[config.mk]
export PLATFORM = sky130hd
export DESIGN_NAME = write_response_ctrl
export DESIGN_NICKNAME = d
export VERILOG_FILES = /design/src/rtl/write_response_ctrl_pkg.sv /design/src/rtl/write_response_ctrl_fifo.sv /design/src/rtl/write_response_ctrl.sv
export SDC_FILE = /design/constraint.sdc
export NUM_CORES = 1
export LEC_CHECK = 0
export ABC_CLOCK_PERIOD_IN_PS = 1900
export CELL_PAD_IN_SITES_DETAIL_PLACEMENT = 1
export CELL_PAD_IN_SITES_GLOBAL_PLACEMENT = 2
export CORE_MARGIN = 3
export CORE_UTILIZATION = 30
export DETAILED_ROUTE_END_ITERATION = 7
export MAX_ROUTING_LAYER = met4
export PLACE_DENSITY_LB_ADDON = 0.1
export SYNTH_ARGS = -nofsm -noshare
export SYNTH_HDL_FRONTEND = slang
export SYNTH_SLANG_ARGS = --single-unit
[constraint.sdc]
create_clock -name ACLK -period 1.9 [get_ports ACLK]
set_input_delay 0.19 -clock ACLK [delete_from_list [all_inputs] [get_ports ACLK]]
set_output_delay 0.19 -clock ACLK [all_outputs]
set_load 0.01 [all_outputs]
[src/rtl/write_response_ctrl_pkg.sv]
// -----------------------------------------------------------------------------
// write_response_ctrl_pkg
// Shared AXI write-response definitions used by the response ordering
// controller and the B-channel response mux:
//   b_state_e   : response-mux select encoding (IDLE, B_M1_S0, B_M1_S1)
//   slave_idx_t : decoded slave index carried through the order queue
//   state_for_slave() : maps a slave index to the mux select that serves it
// -----------------------------------------------------------------------------
package write_response_ctrl_pkg;

    // Response-mux select; B_RSVD is never entered in normal operation.
    typedef enum logic [1:0] {
        B_IDLE  = 2'd0,
        B_M1_S0 = 2'd1,
        B_M1_S1 = 2'd2,
        B_RSVD  = 2'd3
    } b_state_e;

    localparam int unsigned SLAVE_IDX_W = 1;

    typedef logic [SLAVE_IDX_W-1:0] slave_idx_t;

    // Select value that routes the given slave's B channel to master M1.
    function automatic b_state_e state_for_slave(input slave_idx_t idx);
        b_state_e st;
        case (idx)
            1'b0:    st = B_M1_S0;
            1'b1:    st = B_M1_S1;
            default: st = B_IDLE;
        endcase
        return st;
    endfunction

endpackage

[src/rtl/write_response_ctrl_fifo.sv]
// -----------------------------------------------------------------------------
// b_order_fifo
// In-order queue of slave indices, one entry per accepted write address.
// Parameters:
//   DEPTH : number of entries, power of two, 2..16
//   WIDTH : entry width in bits
// Ports:
//   clk, rst_n  : clock, asynchronous active-low reset (clears pointers/count)
//   push, din   : enqueue request and data; ignored while full, even if a pop
//                 happens in the same cycle
//   pop         : dequeue request; ignored while empty
//   head        : entry at the read pointer
//   head_next   : entry one behind the head (valid when count >= 2); lets the
//                 consumer pick its next target in the same cycle as a pop
//   full, empty : combinational decode of the registered count
//   count       : registered number of stored entries
// Storage contents are deliberately not reset.
// -----------------------------------------------------------------------------
module b_order_fifo #(
    parameter  int unsigned DEPTH = 4,
    parameter  int unsigned WIDTH = 1,
    localparam int unsigned PTR_W = $clog2(DEPTH),
    localparam int unsigned CNT_W = PTR_W + 1
) (
    input  logic             clk,
    input  logic             rst_n,
    input  logic             push,
    input  logic [WIDTH-1:0] din,
    input  logic             pop,
    output logic [WIDTH-1:0] head,
    output logic [WIDTH-1:0] head_next,
    output logic             full,
    output logic             empty,
    output logic [CNT_W-1:0] count
);

    localparam logic [PTR_W-1:0] PTR_ONE = PTR_W'(1);
    localparam logic [CNT_W-1:0] CNT_ONE = CNT_W'(1);

    logic [WIDTH-1:0] mem_q [DEPTH];
    logic [PTR_W-1:0] wr_ptr_q, wr_ptr_d;
    logic [PTR_W-1:0] rd_ptr_q, rd_ptr_d;
    logic [CNT_W-1:0] count_q, count_d;
    logic             full_s;
    logic             empty_s;
    logic             push_acc_s;
    logic             pop_acc_s;

    assign full_s     = (count_q == CNT_W'(DEPTH));
    assign empty_s    = (count_q == CNT_W'(0));
    // Fullness is judged before any same-cycle pop, so a full queue never
    // accepts a push.
    assign push_acc_s = push & ~full_s;
    assign pop_acc_s  = pop & ~empty_s;

    // Pointer and count next-state; pointers wrap naturally at DEPTH.
    always_comb begin
        wr_ptr_d = wr_ptr_q;
        rd_ptr_d = rd_ptr_q;
        count_d  = count_q;
        if (push_acc_s) begin
            wr_ptr_d = wr_ptr_q + PTR_ONE;
        end else begin
            wr_ptr_d = wr_ptr_q;
        end
        if (pop_acc_s) begin
            rd_ptr_d = rd_ptr_q + PTR_ONE;
        end else begin
            rd_ptr_d = rd_ptr_q;
        end
        case ({push_acc_s, pop_acc_s})
            2'b10:   count_d = count_q + CNT_ONE;
            2'b01:   count_d = count_q - CNT_ONE;
            default: count_d = count_q;
        endcase
    end

    // Pointer and count registers.
    always_ff @(posedge clk or negedge rst_n) begin
        if (!rst_n) begin
            wr_ptr_q <= '0;
            rd_ptr_q <= '0;
            count_q  <= '0;
        end else begin
            wr_ptr_q <= wr_ptr_d;
            rd_ptr_q <= rd_ptr_d;
            count_q  <= count_d;
        end
    end

    // Entry storage, written on accepted pushes only.
    always_ff @(posedge clk) begin
        if (push_acc_s) begin
            mem_q[wr_ptr_q] <= din;
        end
    end

    assign head      = mem_q[rd_ptr_q];
    assign head_next = mem_q[rd_ptr_q + PTR_ONE];
    assign full      = full_s;
    assign empty     = empty_s;
    assign count     = count_q;

endmodule

[src/rtl/write_response_ctrl.sv]
// -----------------------------------------------------------------------------
// write_response_ctrl
// Orders write responses from two slaves (S0, S1) back to master M1 in the
// order the write addresses were issued.
// Parameter:
//   DEPTH : maximum outstanding writes, power of two, 2..16
// Ports:
//   ACLK, ARESETn : clock, asynchronous active-low reset
//   AW_push       : AW handshake completed this cycle
//   AW_slave      : target of that handshake (0 = S0, 1 = S1)
//   AW_full       : queue full, used by the interconnect to gate AWREADY
//   BVALID_S0/S1  : write-response valid from each slave
//   BREADY_M1     : write-response ready from the master
//   B_state       : registered response-mux select
//   outstanding   : registered count of queued, unretired writes
//   ovf_err       : sticky flag, AW_push seen while AW_full
// -----------------------------------------------------------------------------
module write_response_ctrl
    import write_response_ctrl_pkg::*;
#(
    parameter  int unsigned DEPTH = 4,
    localparam int unsigned CNT_W = $clog2(DEPTH) + 1
) (
    input  logic             ACLK,
    input  logic             ARESETn,
    input  logic             AW_push,
    input  logic             AW_slave,
    output logic             AW_full,
    input  logic             BVALID_S0,
    input  logic             BVALID_S1,
    input  logic             BREADY_M1,
    output logic [1:0]       B_state,
    output logic [CNT_W-1:0] outstanding,
    output logic             ovf_err
);

    b_state_e         state_q, state_d;
    logic             ovf_q, ovf_d;
    logic             retire_s;
    logic             push_acc_s;
    logic             remain_s;
    slave_idx_t       new_head_s;
    slave_idx_t       fifo_head_s;
    slave_idx_t       fifo_head_next_s;
    logic             fifo_full_s;
    logic             fifo_empty_s;
    logic [CNT_W-1:0] fifo_count_s;

    b_order_fifo #(
        .DEPTH (DEPTH),
        .WIDTH (SLAVE_IDX_W)
    ) u_order_fifo (
        .clk       (ACLK),
        .rst_n     (ARESETn),
        .push      (AW_push),
        .din       (AW_slave),
        .pop       (retire_s),
        .head      (fifo_head_s),
        .head_next (fifo_head_next_s),
        .full      (fifo_full_s),
        .empty     (fifo_empty_s),
        .count     (fifo_count_s)
    );

    // Retire condition: only the slave currently selected can complete.
    always_comb begin
        retire_s = 1'b0;
        case (state_q)
            B_M1_S0: retire_s = BVALID_S0 & BREADY_M1;
            B_M1_S1: retire_s = BVALID_S1 & BREADY_M1;
            default: retire_s = 1'b0;
        endcase
    end

    // Whether anything is left after a pop, and which slave it targets. With
    // a single stored entry the only possible survivor is the push arriving
    // in the same cycle.
    always_comb begin
        push_acc_s = AW_push & ~fifo_full_s;
        remain_s   = (fifo_count_s > CNT_W'(1)) | push_acc_s;
        if (fifo_count_s > CNT_W'(1)) begin
            new_head_s = fifo_head_next_s;
        end else begin
            new_head_s = AW_slave;
        end
    end

    // Next-state logic and sticky overflow flag.
    always_comb begin
        state_d = state_q;
        ovf_d   = ovf_q | (AW_push & fifo_full_s);
        case (state_q)
            B_IDLE: begin
                if (!fifo_empty_s) begin
                    state_d = state_for_slave(fifo_head_s);
                end else begin
                    state_d = B_IDLE;
                end
            end
            B_M1_S0, B_M1_S1: begin
                if (retire_s) begin
                    if (remain_s) begin
                        state_d = state_for_slave(new_head_s);
                    end else begin
                        state_d = B_IDLE;
                    end
                end else begin
                    state_d = state_q;
                end
            end
            default: state_d = B_IDLE;
        endcase
    end

    // State and error-flag registers.
    always_ff @(posedge ACLK or negedge ARESETn) begin
        if (!ARESETn) begin
            state_q <= B_IDLE;
            ovf_q   <= 1'b0;
        end else begin
            state_q <= state_d;
            ovf_q   <= ovf_d;
        end
    end

    assign B_state     = state_q;
    assign ovf_err     = ovf_q;
    assign outstanding = fifo_count_s;
    assign AW_full     = fifo_full_s;

endmodule
Word-level counts from Yosys, hierarchy flattened
Memory sizes are Yosys's and may differ from the RTL's.
Cells that the tools add are included.
W data, S select, Z words.

storage, ports and cells
  register bits after elaboration = 10
  bits in latches = 0
  memory bits (writable) = 4
  ROM bits = 0
  input port bits = 7
  output and inout port bits = 7
  word-level logic and storage cells = 43
  memories kept = 1

memory list
  name                words  width  rd ports  clocked after Yosys merged registers in  wr ports  RTL line                        RTL
  u_order_fifo.mem_q  4      1      2         0                                        1         write_response_ctrl_fifo.sv:40  logic [WIDTH-1:0] mem_q [DEPTH];

cells by class
  add/subtract/negate cells = 4
  multiply operators = 0
  div/mod/pow operators = 0
  $lt $le $gt $ge = 1
  equality and inequality tests = 6
  shift operators = 0
  multiplexer cells = 11
  bitwise logic cells = 11
  reduce and logical (&&, ||, !) cells = 4

operators by type and width
  operator               number
  $pmux W2 S2            3
  $mux W2                3
  $pmux W3 S2            1
  $and A1 B1 Y1          5
  $add A2 B1 Y2 const B  2
  $eq A2 B1 Y1 const B   2
  $eq A2 B2 Y1 const B   2
  $not A1 Y1             4
  $add A3 B1 Y3 const B  1
  $eq A3 B3 Y1 const B   1
  $gt A3 B1 Y1 const B   1
  $logic_not A3 Y1       1
  $mux W1                3
  $sub A3 B1 Y3 const B  1
  $logic_not A2 Y1       1
  $ne A2 B1 Y1 const B   1
  $or A1 B1 Y1           2
  $pmux W1 S2            1
  $reduce_bool A2 Y1     1
  $reduce_or A2 Y1       1

Depth between registers and ports, before layout
Gate-level depths: netlist (run 1).
An unclocked memory read counts as a cell.

  word-level depth = 8
  gate-level depth with buffers = 10
  depth with buffers taken out = 9

Hierarchy
Synthesis (run 1) repeated with hierarchy kept, for this count alone.

second synthesis, totals
  cells, all modules = 67
  area total of the unflattened synthesis = 854.6 um^2

by module, submodules not included
  module               times used  cells an instance  area each (um^2)  sequential area each (um^2)
  b_order_fifo         1           43                 605.6             295.3
  write_response_ctrl  1           24                 249.0             75.1

Least setup slack after synthesis (run 1)
No wires, ideal clock.

  path type = register -> register
  start = reg u_order_fifo.count_q[1] (netlist: u_order_fifo.count[1])
  end = reg u_order_fifo.count_q[2] (netlist: u_order_fifo.count[2])
  setup time = 0.130 ns
  arrival time = 1.805 ns
  data required time = 1.770 ns
  path slack = -0.034 ns
  cell stages (with the launch flop) = 11
  buffers on the path = 1
  period minus slack after synthesis = 1.934 ns
  cells stage by stage = dfrtp_1 -> inv_1 -> ha_1 -> and2_1 -> nor2b_1 -> clkbuf_1 -> inv_1 -> ha_1 -> mux2i_1 -> nor2_1 -> xor2_1

on the way
  longest elaborated chain between the ends = 5
  elaborated cells on any way between the ends = 12
  classes of those cells = add/sub (2); eq/ne (3); mux (1); bitwise (4); reduce/logical (2)

ends and longest elaborated chain
  element                                            RTL line                        RTL
  start, declared                                    write_response_ctrl_fifo.sv:43  logic [CNT_W-1:0] count_q, count_d;
  start signal, assigned                             write_response_ctrl_fifo.sv:87  count_q <= count_d;
  $eq A3 B3 Y1 (*)                                   write_response_ctrl_fifo.sv:49  assign full_s = (count_q == CNT_W'(DEPTH));
  via AW_full                                        write_response_ctrl.sv:28       output logic AW_full,
  $not A1 Y1 (*)                                     write_response_ctrl_fifo.sv:53  assign push_acc_s = push & ~full_s;
  $and A1 B1 Y1 (*)                                  write_response_ctrl_fifo.sv:53
  $eq A2 B1 Y1 or $eq A2 B2 Y1 (tied branches)       write_response_ctrl_fifo.sv:71  case ({push_acc_s, pop_acc_s})
  $pmux W3 S2 or $reduce_bool A2 Y1 (tied branches)  --

The timed path passes the listed nets; every way through them passes the cells marked *.
A chain may end at the register's enable or synchronous reset.

Worst setup path in the final report (run 1)
  start = reg state_q[0] (netlist: B_state[0])
  end = reg u_order_fifo.count_q[2] (netlist: u_order_fifo.count[2])

on the way
  longest elaborated chain between the ends = 5
  elaborated cells on any way between the ends = 8
  classes of those cells = eq/ne (4); mux (2); bitwise (1); reduce/logical (1)

ends and longest elaborated chain
  element                                            RTL line                        RTL
  start, declared                                    write_response_ctrl.sv:37       b_state_e state_q, state_d;
  start signal, assigned                             write_response_ctrl.sv:121      state_q <= state_d;
  $eq A2 B2 Y1 or $eq A2 B1 Y1 (tied branches)       write_response_ctrl.sv:68       case (state_q)
  $pmux W1 S2 (*)                                    write_response_ctrl.sv:68
  $and A1 B1 Y1 (*)                                  write_response_ctrl_fifo.sv:54  assign pop_acc_s = pop & ~empty_s;
  via u_order_fifo.pop_acc_s                         write_response_ctrl_fifo.sv:47  logic pop_acc_s;
  $eq A2 B1 Y1 or $eq A2 B2 Y1 (tied branches)       write_response_ctrl_fifo.sv:71
  $pmux W3 S2 or $reduce_bool A2 Y1 (tied branches)  --

Marked as above.

==> reports/summary.txt, run 1 <==
Synth cell types = 26
1st-iter DRT viols = 8
leakage = 0.000498 uW
CTS Buf Count = 3
Placed Cells = 119
critical path class = reg -> reg
critical-path cell list = inv_2, ha_1, mux2_2, and4b_1, ha_4, mux2i_1, nor2_1, xor2_1
nets = 112
Core ar. = 2570 sq um
H-tree depth = 1
Reg clk slew, reported paths = 0.10 ns
DIE HEIGHT = 58.7 um
maximum fanout along the worst path = 3
share of layout cells above drive strength 1 = 0.172
via/cell ratio = 4.65
FF+latch count, synth = 14
ANT cells = 0
Mapped Area = 835 sq um
Slew @ Worst Pin = 0.512 ns
Area growth syn-to-layout = 30.0%
outcome = finished, final reports clean
clock sink count = 14
quantity of I/O buffers inserted on ports = 13
DRT Pass-1 Iters = 4
f_max = 0.550 GHz
clk_lat worst skew = 0.28 ns
synthesized instance count = 71
hpwl dp = 1280 um
Post-CTS Setup Inserts = 0
HP Class = in -> async
final instance count without filler cells = 123
GRT overflow = 0
final slew viol count = 0
Die ar. = 3450 sq um
first-pass GRT wire length = 2730 um
fin crit share = 0.956
commonest cells after routing, fill and taps aside = clkdlybuf4s50_1 (12), dfrtp_1 (10), ha_1 (10), inv_1 (6), buf_4 (6)
wirelength, routed = 1600 um
number of synthesized flops with an enable pin = 4
most common cell after layout, fill and taps aside = clkdlybuf4s50_1
number of global-route vias before repair = 593
initial antenna violation count = 0
NetSw = 586 uW
Final Hold Viols = 0
PnR worst setup slack = 0.0829 ns
DR vias = 572
worst rel slew slack = 0.657
min cycle time layout = 1.82 ns
CTS tree = yes
die width = 58.7 um
Power Total = 1580 uW
clock power share = 0.115
endpoint type of the worst setup path = flip-flop
# setup viols final = 0
Max Cap Violations = 0
sw frac = 0.371
worst vdd ir = 0.717 mV
Setup TNS = 0 ns
top_reg_cell synth = dfrtp_1
drt wl/cell = 13.0 um
pwr/cell area = 1460 nW/um^2
Antenna Nets Post-Route = 0
Longest Clk Path Bufs = 2
final hold slack = 0.238 ns
largest net degree at the start of global routing = 11
Internal Power = 995 uW
Seq pwr share = 0.334
Arr. time, crit path = 1.99 ns
CTS root buf = clkbuf_4
sequential cell area fraction in the yosys report = 0.444
max incr delay on CP = 0.40 ns
CP max-delay cell = dfrtp_1
Worst Path Required = 2.07 ns
routability-driven placement congestion ratio = 0.750
number of core rows = 18
Synth Area per Inst = 11.8 sq um
Starting Density = 0.325
Post-Syn Nets = 89
critical path launch point type = flip-flop
GRT Resource Usage Total = 0.111
asr flop ratio synth = 0.714
hold-fix buffers at CTS = 0
DRC = 0
Comb pwr share = 0.551
Place WS = 0.0174 ns
Layout Skew = 0.00442 ns
boundary pin count = 14
Ys Warns = 0
power groups by stage:
| stage | registers (uW) | logic [uW] | clock network [uW] |
|---|---|---|---|
| 6_report | 528 | 871 | 182 |
| 5_1_grt | 550 | 979 | 206 |
| 4_1_cts | 529 | 878 | 191 |
| 3_5_place_dp | 536 | 866 | 0 |
| 3_3_place_gp | 535 | 865 | 0 |
| 2_1_floorplan | 565 | 492 | 0 |
path summary, 6_finish.rpt:
kind | startpoint | endpoint | slack, ns | depth (start not counted)
worst max-delay path | B_state[0] | u_order_fifo.count[2] | 0.08 | 8
worst min-delay path | ARESETn | B_state[0] | 0.24 | 1
worst max register to register | B_state[0] | u_order_fifo.count[2] | 0.08 | 8
worst min register to register | ovf_err | ovf_err | 0.47 | 1
max in group asynchronous | ARESETn | u_order_fifo.wr_ptr_q[1] | 1.32 | 1
min in group ACLK | ovf_err | ovf_err | 0.47 | 1
cells by family (layout without fill, tap and decap cells):
logic type,Yosys count,in the layout,synth area share
compound gates,6,6,0.0540
xor+xnor,6,6,0.0630
fa+ha+maj,11,11,0.165
buf+inv,8,30,0.0360
flops,14,14,0.444
mux,5,5,0.0960
simple gates,21,21,0.142
layer usage:
metal | global-route usage | vias to the layer above | share of wire
li1 | - | 289 | -
met1 | 0.146 | 271 | 0.49
met2 | 0.161 | 10 | 0.46
met3 | 0.0263 | 2 | 0.040
met4 | 0.0485 | 0 | 0.0081
met5 | - | - | 0
timing repair:
item	CTS	global route
setup endpoints to repair	1	2
pin swaps	1	1
gates resized for setup	1	3
endpoints found under the hold margin	0	0
registers in the layout (all words and copies together) (netlist names):
signal and count:
ovf_err 1, B_state 2, u_order_fifo.wr_ptr_q 2, u_order_fifo.count 3
u_order_fifo.rd_ptr_q 2, u_order_fifo.mem_q 4
metrics by stage:
stage	cell area, sq um	utilization
after floorplan	836	-
after global routing	1080	0.423
after global placement	1040	0.406
final	1080	0.423
after detailed placement	1040	0.406
after CTS	1070	0.418
critical path: cells and delay by family, from the launching register on:
family / cells / cell delay (ns)
multiplexers: 2 / 0.49
flip-flops: 1 / 0.40
adder cells (fa/ha/maj): 2 / 0.31
AND/OR/NAND/NOR: 2 / 0.31
XOR/XNOR: 1 / 0.13
buffers and inverters: 1 / 0.06
layout make-up:
cell class                      instances  area (sq um)
Clock inverter                          1          3.75
Fill cell                             294          1480
Multi-Input combinational cell         49           447
Sequential cell                        14           370
Inverter                                7          26.3
Clock buffer                            3          22.5
Timing Repair Buffer                   19           178
Tap cell                               30          37.5
cell usage after synthesis, types with 2 or more instances:
master | instances | share of area
ha_1 | 11 | 0.16
dfrtp_1 | 10 | 0.30
inv_1 | 7 | 0.031
and2_1 | 5 | 0.037
edfxtp_1 | 4 | 0.14
xnor2_1 | 4 | 0.042
nand2_1 | 3 | 0.013
nor2_1 | 3 | 0.013
nor3_1 | 3 | 0.018
mux2i_1 | 2 | 0.024
nor2b_1 | 2 | 0.015
o21ai_0 | 2 | 0.012
xor2_1 | 2 | 0.021
Note: power is estimated with default switching activity, not from simulation.
==> run 2, diff against run 1 <==
--- a/config.mk
+++ b/config.mk
@@ -9,7 +9,9 @@
 export CELL_PAD_IN_SITES_DETAIL_PLACEMENT = 1
 export CELL_PAD_IN_SITES_GLOBAL_PLACEMENT = 2
 export CORE_MARGIN = 3
-export CORE_UTILIZATION = 30
+export CORE_UTILIZATION = 32
+export CTS_BUF_LIST = sky130_fd_sc_hd__clkbuf_8
+export CTS_CLUSTER_DIAMETER = 30
 export DETAILED_ROUTE_END_ITERATION = 7
 export MAX_ROUTING_LAYER = met4
 export PLACE_DENSITY_LB_ADDON = 0.1
==> reports/summary.txt, run 2 (same netlist as run 1, synthesis figures left out) <==
largest net degree at the start of global routing = 11 (unchanged)
clk_lat worst skew = 0.24 ns (-0.04 ns)
most common cell after layout, fill and taps aside = clkdlybuf4s50_1
Antenna Nets Post-Route = 0 (unchanged)
HP Class = in -> async
CTS tree = yes
f_max = 0.549 GHz (-0.31%)
Top Metal Used = met4
DR vias = 576 (+0.70%)
RSZ-0062 raised after global routing = false
Worst Path Required = 2.02 ns (-0.05 ns)
boundary pin count = 14 (unchanged)
GRT Resource Usage Total = 0.125 (+0.0144)
H-tree depth = 1 (unchanged)
routability-driven placement congestion ratio = 0.735 (-2.0%)
initial antenna violation count = 0 (unchanged)
Internal Power = 1080 uW (+8.5%)
Seq pwr share = 0.314 (-0.020)
outcome = finished, final reports clean
DRT met1 WL = 789 um (+1.3%)
critical path launch point type = flip-flop
critical path class = reg -> reg
sw frac = 0.362 (-0.00855)
Arr. time, crit path = 1.95 ns (-0.04 ns)
hpwl dp = 1360 um (+6.1%)
Slew @ Worst Pin = 0.513 ns (+0.000837 ns)
wirelength, routed = 1750 um (+9.6%)
quantity of I/O buffers inserted on ports = 13 (unchanged)
R2R depth = 6 (-2)
Max Cap Violations = 0 (unchanged)
clock sink count = 14 (unchanged)
share of layout cells above drive strength 1 = 0.200 (+0.0280)
Setup TNS = 0 ns (unchanged)
sequential cell area = 370 sq um (unchanged)
worst vdd ir = 0.867 mV (+21%)
ANT cells = 0 (unchanged)
clock power share = 0.147 (+0.032)
Area growth syn-to-layout = 33.0%
Die ar. = 3260 sq um (-5.6%)
worst rel slew slack = 0.657 (about the same)
Core ar. = 2340 sq um (-8.9%)
met2 WL = 889 um (+20%)
DIE HEIGHT = 57.1 um (-2.9%)
DRT Pass-1 Iters = 2 (-2)
# fillers = 262 (-11%)
# setup viols final = 0 (unchanged)
CTS Buf Count = 3 (unchanged)
met3 WL = 58 um (-9.4%)
Largest register FFs = 4 (unchanged)
number of global-route vias before repair = 631 (+6.4%)
1st-iter DRT viols = 1 (-7)
Longest Clk Path Bufs = 2 (unchanged)
hold-fix buffers at CTS = 0 (unchanged)
DRC = 0 (unchanged)
Final Hold Viols = 0 (unchanged)
CTS root buf = clkbuf_8
Layout Skew = 0.00443 ns (+0.00000555 ns)
Comb pwr share = 0.539 (-0.012)
min cycle time layout = 1.82 ns (+0.00570 ns)
fin crit share = 0.959 (+0.00300)
nets = 114 (+1.8%)
Reg clk slew, reported paths = 0.06 ns (-0.04 ns)
commonest cells after routing, fill and taps aside = clkdlybuf4s50_1 (13), dfrtp_1 (10), ha_1 (10), buf_4 (8), inv_1 (6)
pwr/cell area = 1530 nW/um^2 (+4.6%)
via/cell ratio = 4.68 (+0.70%)
Power Total = 1690 uW (+7.0%)
drt wl/cell = 14.2 um (+9.6%)
Multi-input gate area = 443 sq um (-0.84%)
Reg with most FFs = u_order_fifo.mem_q
first-pass GRT wire length = 3000 um (+10%)
Starting Density = 0.357 (+0.0316)
die width = 57.1 um (-2.9%)
GRT overflow = 0 (unchanged)
maximum fanout along the worst path = 4 (+1)
NetSw = 613 uW (+4.6%)
final slew viol count = 0 (unchanged)
endpoint type of the worst setup path = flip-flop
number of core rows = 17 (-1)
leakage = 0.000503 uW (+0.88%)
## run 2: final timing paths
path / slack, ns / from / endpoint
min in group ACLK: 0.46 / ovf_err / ovf_err
hold / removal: 0.28 / ARESETn / B_state[0]
hold reg to reg: 0.46 / ovf_err / ovf_err
setup / recovery: 0.08 / B_state[1] / u_order_fifo.count[2]
setup reg to reg: 0.08 / B_state[1] / u_order_fifo.count[2]
max in group asynchronous: 1.27 / ARESETn / u_order_fifo.wr_ptr_q[1]
## run 2: final cells by class
| class | instances | share of cell area |
|---|---|---|
| inverters | 7 | 0.0237 |
| clock buffers | 3 | 0.0372 |
| multi-input cells | 49 | 0.399 |
| repair buffers | 21 | 0.171 |
| flip-flops and latches | 14 | 0.334 |
| clock inverters | 1 | 0.00338 |
| well taps | 28 | 0.0316 |
## run 2: per-layer routing
layer | GRT usage | vias up
met5 | - | -
met4 | 0.0298 | 0
met3 | 0.0407 | 2
met2 | 0.206 | 10
met1 | 0.148 | 274
li1 | - | 290
## run 2: timing repair
item / in CTS / in global routing
buffers inserted: 0 / 2
endpoints found under the setup margin: 0 / 3
gates resized for setup: 0 / 4
## run 2: through the flow
| step | utilization | std cells | setup WS (ns) | hold slack (ns) | instance area [sq um] |
|---|---|---|---|---|---|
| global placement | 0.445 | 117 | 0.0737 | 0.444 | 1040 |
| detailed placement | 0.445 | 117 | 0.0219 | 0.448 | 1040 |
| CTS | 0.464 | 121 | 0.000211 | 0.299 | 1090 |
| finish | 0.474 | 123 | 0.0772 | 0.285 | 1110 |
| global route | 0.474 | 123 | 0.00204 | 0.310 | 1110 |
| floorplan | - | 71 | 0.00685 | -0.106 | 836 |
## run 2: worst max-delay path, cell delays in order (launching register included)
cell,delay (ns)
dfrtp_1,0.41
ha_1,0.21
mux2_4,0.31
and4b_1,0.21
ha_2,0.38
nor2_2,0.05
xor2_1,0.13
## run 2: power by group through the flow
stage	registers (uW)	clock network (uW)	logic, uW
CTS	533	263	900
floorplan	565	0	492
global placement	534	0	861
finish	532	249	912
global route	557	276	1020
detailed placement	540	0	881
